**src/rtl/bus_share_arbiter_if.sv**
```systemverilog
// Shared-bus arbiter handshake bundle: requester side (master)
// drives req/din, arbiter side (slave) returns grant and bus data.
interface bus_share_arbiter_if #(
    parameter int SIZE = 8,
    parameter int NREQ = 4
);
    localparam int IW = (NREQ > 1) ? $clog2(NREQ) : 1;

    logic [NREQ-1:0]      req;
    logic [NREQ*SIZE-1:0] din;
    logic [NREQ-1:0]      grant;
    logic [IW-1:0]        grant_idx;
    logic [SIZE-1:0]      dout;
    logic                 dout_valid;
    logic                 busy;

    modport master (
        output req, din,
        input  grant, grant_idx, dout, dout_valid, busy
    );

    modport slave (
        input  req, din,
        output grant, grant_idx, dout, dout_valid, busy
    );
endinterface

```
**src/rtl/bus_share_arbiter.sv**
```systemverilog
// Round-robin owner select for one shared SIZE-bit bus; bursts are
// capped at MAX_BURST and every ownership ends with one idle bubble.
module bus_share_arbiter #(
    parameter int SIZE      = 8,
    parameter int NREQ      = 4,
    parameter int MAX_BURST = 4
) (
    input logic                clk,
    input logic                rst,
    bus_share_arbiter_if.slave bus
);
    localparam int IW = (NREQ > 1) ? $clog2(NREQ) : 1;
    localparam int CW = 4;

    typedef enum logic {
        IDLE,
        GRANT
    } state_t;

    state_t          state_q;
    logic [NREQ-1:0] grant_q;
    logic [IW-1:0]   idx_q;
    logic [IW-1:0]   ptr_q;
    logic [CW-1:0]   cnt_q;
    logic [SIZE-1:0] dout_q;
    logic            valid_q;
    logic            busy_q;

    logic [IW-1:0]   win_d;
    logic            any_d;
    logic [IW:0]     scan_sum;
    logic [NREQ-1:0] win_oh_d;
    logic [IW-1:0]   ptr_d;
    logic            own_req;
    logic [SIZE-1:0] own_din;

    // Scan downward so the smallest offset from ptr is the last to win.
    always_comb begin
        win_d    = '0;
        any_d    = 1'b0;
        scan_sum = '0;
        for (int k = NREQ - 1; k >= 0; k--) begin
            scan_sum = {1'b0, ptr_q} + (IW + 1)'(k);
            if (scan_sum >= (IW + 1)'(NREQ)) begin
                scan_sum = scan_sum - (IW + 1)'(NREQ);
            end
            if (bus.req[scan_sum[IW-1:0]]) begin
                win_d = scan_sum[IW-1:0];
                any_d = 1'b1;
            end
        end
    end

    assign win_oh_d = {{(NREQ - 1){1'b0}}, 1'b1} << win_d;
    assign ptr_d    = (idx_q == IW'(NREQ - 1)) ? '0 : idx_q + 1'b1;
    assign own_req  = bus.req[idx_q];
    assign own_din  = bus.din[idx_q*SIZE +: SIZE];

    always_ff @(posedge clk) begin
        if (rst) begin
            state_q <= IDLE;
            grant_q <= '0;
            idx_q   <= '0;
            ptr_q   <= '0;
            cnt_q   <= '0;
            dout_q  <= '0;
            valid_q <= 1'b0;
            busy_q  <= 1'b0;
        end else begin
            unique case (state_q)
                IDLE: begin
                    valid_q <= 1'b0;
                    if (any_d) begin
                        grant_q <= win_oh_d;
                        idx_q   <= win_d;
                        cnt_q   <= CW'(1);
                        busy_q  <= 1'b1;
                        state_q <= GRANT;
                    end
                end
                GRANT: begin
                    if (own_req) begin
                        dout_q  <= own_din;
                        valid_q <= 1'b1;
                    end else begin
                        valid_q <= 1'b0;
                    end
                    if (own_req && (cnt_q < CW'(MAX_BURST))) begin
                        cnt_q <= cnt_q + 1'b1;
                    end else begin
                        grant_q <= '0;
                        busy_q  <= 1'b0;
                        ptr_q   <= ptr_d;
                        state_q <= IDLE;
                    end
                end
                default: state_q <= IDLE;
            endcase
        end
    end

    assign bus.grant      = grant_q;
    assign bus.grant_idx  = idx_q;
    assign bus.dout       = dout_q;
    assign bus.dout_valid = valid_q;
    assign bus.busy       = busy_q;
endmodule
```
**src/flat_wrapper.sv**
```systemverilog
// flat-port wrapper written by rule: the top's interface ports become plain ports
module bus_share_arbiter_flat 
#(
    parameter int SIZE      = 8,
    parameter int NREQ      = 4,
    parameter int MAX_BURST = 4
)
  (clk, rst, bus_req, bus_din, bus_grant, bus_grant_idx, bus_dout, bus_dout_valid, bus_busy);
  bus_share_arbiter_if #(.SIZE(SIZE), .NREQ(NREQ)) bus_i ();
  input logic clk;
  input logic rst;
  input wire logic [$bits(bus_i.req)-1:0] bus_req;
  input wire logic [$bits(bus_i.din)-1:0] bus_din;
  output wire logic [$bits(bus_i.grant)-1:0] bus_grant;
  output wire logic [$bits(bus_i.grant_idx)-1:0] bus_grant_idx;
  output wire logic [$bits(bus_i.dout)-1:0] bus_dout;
  output wire logic [$bits(bus_i.dout_valid)-1:0] bus_dout_valid;
  output wire logic [$bits(bus_i.busy)-1:0] bus_busy;
  assign bus_i.req = bus_req;
  assign bus_i.din = bus_din;
  assign bus_grant = bus_i.grant;
  assign bus_grant_idx = bus_i.grant_idx;
  assign bus_dout = bus_i.dout;
  assign bus_dout_valid = bus_i.dout_valid;
  assign bus_busy = bus_i.busy;
  bus_share_arbiter #(.SIZE(SIZE), .NREQ(NREQ), .MAX_BURST(MAX_BURST)) u_core (.clk(clk), .rst(rst), .bus(bus_i));
endmodule
```
**config.mk**
```make
export PLATFORM = sky130hd
export DESIGN_NAME = bus_share_arbiter_flat
export DESIGN_NICKNAME = d
export VERILOG_FILES = /design/src/rtl/bus_share_arbiter_if.sv /design/src/rtl/bus_share_arbiter.sv /design/src/flat_wrapper.sv
export SDC_FILE = /design/constraint.sdc
export NUM_CORES = 1
export LEC_CHECK = 0
export BUFFER_PORTS_ARGS = -buffer_cell sky130_fd_sc_hd__buf_2
export CORE_AREA = 2 2 55 57
export CTS_BUF_LIST = sky130_fd_sc_hd__clkbuf_2 sky130_fd_sc_hd__clkbuf_4 sky130_fd_sc_hd__clkbuf_8
export DETAILED_ROUTE_END_ITERATION = 7
export DIE_AREA = 0 0 57 59
export PLACE_DENSITY = 0.81
export SYNTH_ARGS = -nofsm -noshare
export SYNTH_HDL_FRONTEND = slang
export SYNTH_SLANG_ARGS = --single-unit
```
**constraint.sdc**
```tcl
create_clock -name clk -period 1.7 [get_ports clk]
set_input_delay 0.085 -clock clk [delete_from_list [all_inputs] [get_ports clk]]
set_output_delay 0.085 -clock clk [all_outputs]
set_load 0.02 [all_outputs]
```
==> metrics.md <==
| Metric | Value |
|---|---|
| Pint | `853.6 uW` |
| R2R Path Start | `u_core.bus.grant_idx[1]$_SDFFE_PP0P_` |
| PD cells | `793.7 nW/um2` |
| All-Layer GR Usage | `18.01%` |
| Later-pin clock latency in the skew report | `300 ps` |
| Initial antenna violation count | `0` |
| Max-Cap Viols | `0` |
| Worst hold path startpoint | `rst` |
| CP Data Arrival Time | `between 1500 and 2000 ps` |
| Starting Density | `41.74%` |
| Max-slew violations | `0` |
| Post-synthesis register bit count | `23` |
| Clk buf depth | `2` |
| Fin cells | `196` |
| Tmin final | `1653 ps` |
| Maximum VDD drop | `452.2 uV` |
| Required @ worst endpoint | `a little under 2000 ps` |
| Drt initial violations | `51` |
| H-Tree Depth | `1` |
| Fin nets | `206` |
| # port buffers | `53` |
| Sequential share of power | `50.2%` |
| Final TNS setup | `0 ps` |
| RePlAce Congestion | `0.8883` |
| # rows | `19` |
| Worst Skew | `2.095 ps` |
| Drt pass-1 iters | `4` |
| First-pass GRT wire length | `4.747 mm` |
| Wire per inst | `14.58 um` |
| Outcome | `completed` |
| CTS sink count | `23` |
| CTS tree | `done` |
| Crit start category | `register` |
| Reg2reg setup slack | `50 ps` |
| Worst Hold Class | `in2reg` |
| Vias/cell | `5.633` |
| Final core utilization | `55.96%` |
| CORE AREA | `2710 um2` |
| Largest net degree at the start of global routing | `24` |
| Switching share of power | `29.08%` |
| Most used DFF post-synth | `dfxtp_1` |
| Worst Hold Endpoint | `u_core.bus.dout[0]$_SDFFE_PP0P_` |
| Total nets after synthesis | `147` |
| TritonCTS Buffers | `3` |
| Sequential share of the synthesized area | `about two fifths` |
| WL final | `2.858 mm` |
| Clock Tree Root | `clkbuf_4` |
| Lkg Pwr | `0.0007171 uW` |
| Clk pwr share | `21.9%` |
| Synth-to-layout area growth | `34.07%` |
| Reg clk slew, reported paths | `120 ps` |
| Final hold violations | `0` |
| Grt total ovfl | `0` |
| Setup violators final | `0` |
| YS warnings | `0` |
| Most common cell after layout, fill and taps aside | `buf_2` |
| NetSw | `350.0 uW` |
| Io pins | `54` |
| Fin worst setup slack | `47.48 ps` |
| Fmax | `0.6051 GHz` |
| DIE WIDTH | `57 um` |
| DRC | `0` |
| Tightest Pin Transition | `463.4 ps` |
| Min-Delay Path Depth | `2` |
| Post-route ant nets | `0` |
| Placed Cells incl. Taps | `192` |
| R2R Path End | `u_core.cnt_q[1]$_SDFFE_PP0P_` |
| CP max FO | `3` |
| Most frequent cells in the layout | `53 x buf_2, 22 x dfxtp_1, 16 x nor2_1` |
| Post-synth EDFFs | `0` |
| Post-synth ARST share | `0%` |
| Combinational power share | `27.9%` |
| Endpoint class of the critical path | `register` |
| Via count | `approximately 1100` |
| Die Ht | `59 um` |
| Vias in the first global route | `around 1100` |
| Slew margin rel. | `around 69%` |
| Die area | `3363 um2` |
| DP HPWL | `2.240 mm` |
| Diodes inserted | `0` |
| Distinct cell type count after synthesis | `26` |
| Post-synthesis cell count | `107` |
| Mapped cell area | `1131 um2` |
| Fin crit share | `97.21%` |
| Post-Syn Area per Cell | `10.57 um2` |
| Dpl ws | `81.23 ps` |
| R2r worst-path depth | `4` |
| Critical path class | `reg2reg` |
| Ratio of cells with drive above 1 in the final layout | `approximately 47%` |
[worst max path at each step]
| stage | start | end | slack, ps | cells past startpoint |
|---|---|---|---|---|
| 2_1_floorplan | u_core.bus.grant_idx[1]$_SDFFE_PP0P_ | u_core.cnt_q[1]$_SDFFE_PP0P_ | -130 | 6 |
| 3_3_place_gp | u_core.bus.grant_idx[1]$_SDFFE_PP0P_ | u_core.cnt_q[1]$_SDFFE_PP0P_ | 170 | 4 |
| 3_5_place_dp | u_core.bus.grant_idx[1]$_SDFFE_PP0P_ | u_core.cnt_q[1]$_SDFFE_PP0P_ | 80 | 4 |
| 4_1_cts | u_core.bus.grant_idx[1]$_SDFFE_PP0P_ | u_core.cnt_q[1]$_SDFFE_PP0P_ | 70 | 4 |
| 5_1_grt | u_core.bus.grant_idx[1]$_SDFFE_PP0P_ | u_core.cnt_q[1]$_SDFFE_PP0P_ | -6 | 4 |
| 6_report | u_core.bus.grant_idx[1]$_SDFFE_PP0P_ | u_core.cnt_q[1]$_SDFFE_PP0P_ | 50 | 4 |
[cell type report]
type / instances / area (um2)
Multi-Input combinational cell: 76 / 641.9
Timing Repair Buffer: 61 / 337.8
Clock buffer: 4 / 30.03
Inverter: 1 / 3.754
Fill cell: 241 / 1194
Sequential cell: 23 / 464.2
Tap cell: 31 / 38.79
[repair_timing]
item | CTS | global route
gates resized for setup | 0 | 2
hold buffers | 0 | 0
setup endpoints to repair | 0 | 1
setup buffers | 0 | 0
[Yosys cell counts (all sizes together), types with 2 or more instances]
master / n / area (um2)
a21oi: 6 / 30.03
mux2i: 10 / 100.1
nand2: 4 / 15.01
ha: 2 / 25.02
nor2: 16 / 60.06
clkbuf: 6 / 22.52
dfxtp: 23 / 460.4
or3: 2 / 12.51
nand2b: 3 / 18.77
mux4: 9 / 202.7
nor3: 6 / 30.03
a32o: 4 / 40.04
o21ai: 2 / 10.01
o22ai: 2 / 12.51
[kinds of logic after synthesis]
family | Yosys count | share of synthesized area, %
AND/OR/NAND/NOR | 35 | 14.60
multiplexers | 19 | 26.77
flip-flops | 23 | 40.71
AO/OA/AOI/OAI | 20 | 12.39
adder cells (fa/ha/maj) | 2 | 2.212
buffers and inverters | 8 | 3.318
[metrics by stage]
stage,total power [uW],hold slack [ps],cell area [um2]
finish,1204,170.0,1516
detailed placement,948.1,452.4,1478
global route,1281,161.2,1516
global placement,933.8,448.4,1478
floorplan,815.6,265.5,1137
CTS,1210,162.5,1508
[metal layers]
metal  vias up  wire [um]  share of wire (%)  track usage, %
met5         -          0                  0               0
met2        68       1386                 48           32.02
met4         0         12               0.42           6.977
met3         2        310                 11           4.148
li1        521          -                  -               -
met1       513       1149                 40           21.17
[registers in the layout, summed over array words and instances (netlist names)]
name	cells
u_core.bus.grant_idx	2
u_core.bus.busy	1
u_core.bus.dout	8
u_core.ptr_q	2
u_core.state_q	1
u_core.bus.grant	4
u_core.cnt_q	4
u_core.bus.dout_valid	1
[power by group through the flow]
stage                     Combinational [uW]  Sequential [uW]  Clock, uW
after CTS                                334              604        273
after detailed placement                 333              615          0
final                                    336              604        263
after floorplan                          173              643          0
after global placement                   321              613          0
after global routing                     363              610        309
[worst max-delay path, cell delays in order (launching register included)]
cell and delay (ps):
dfxtp_4 370, mux4_2 540, and3_4 200, or3b_1 340, a21oi_1 150
No activity file was read; power rests on OpenSTA's default activity.
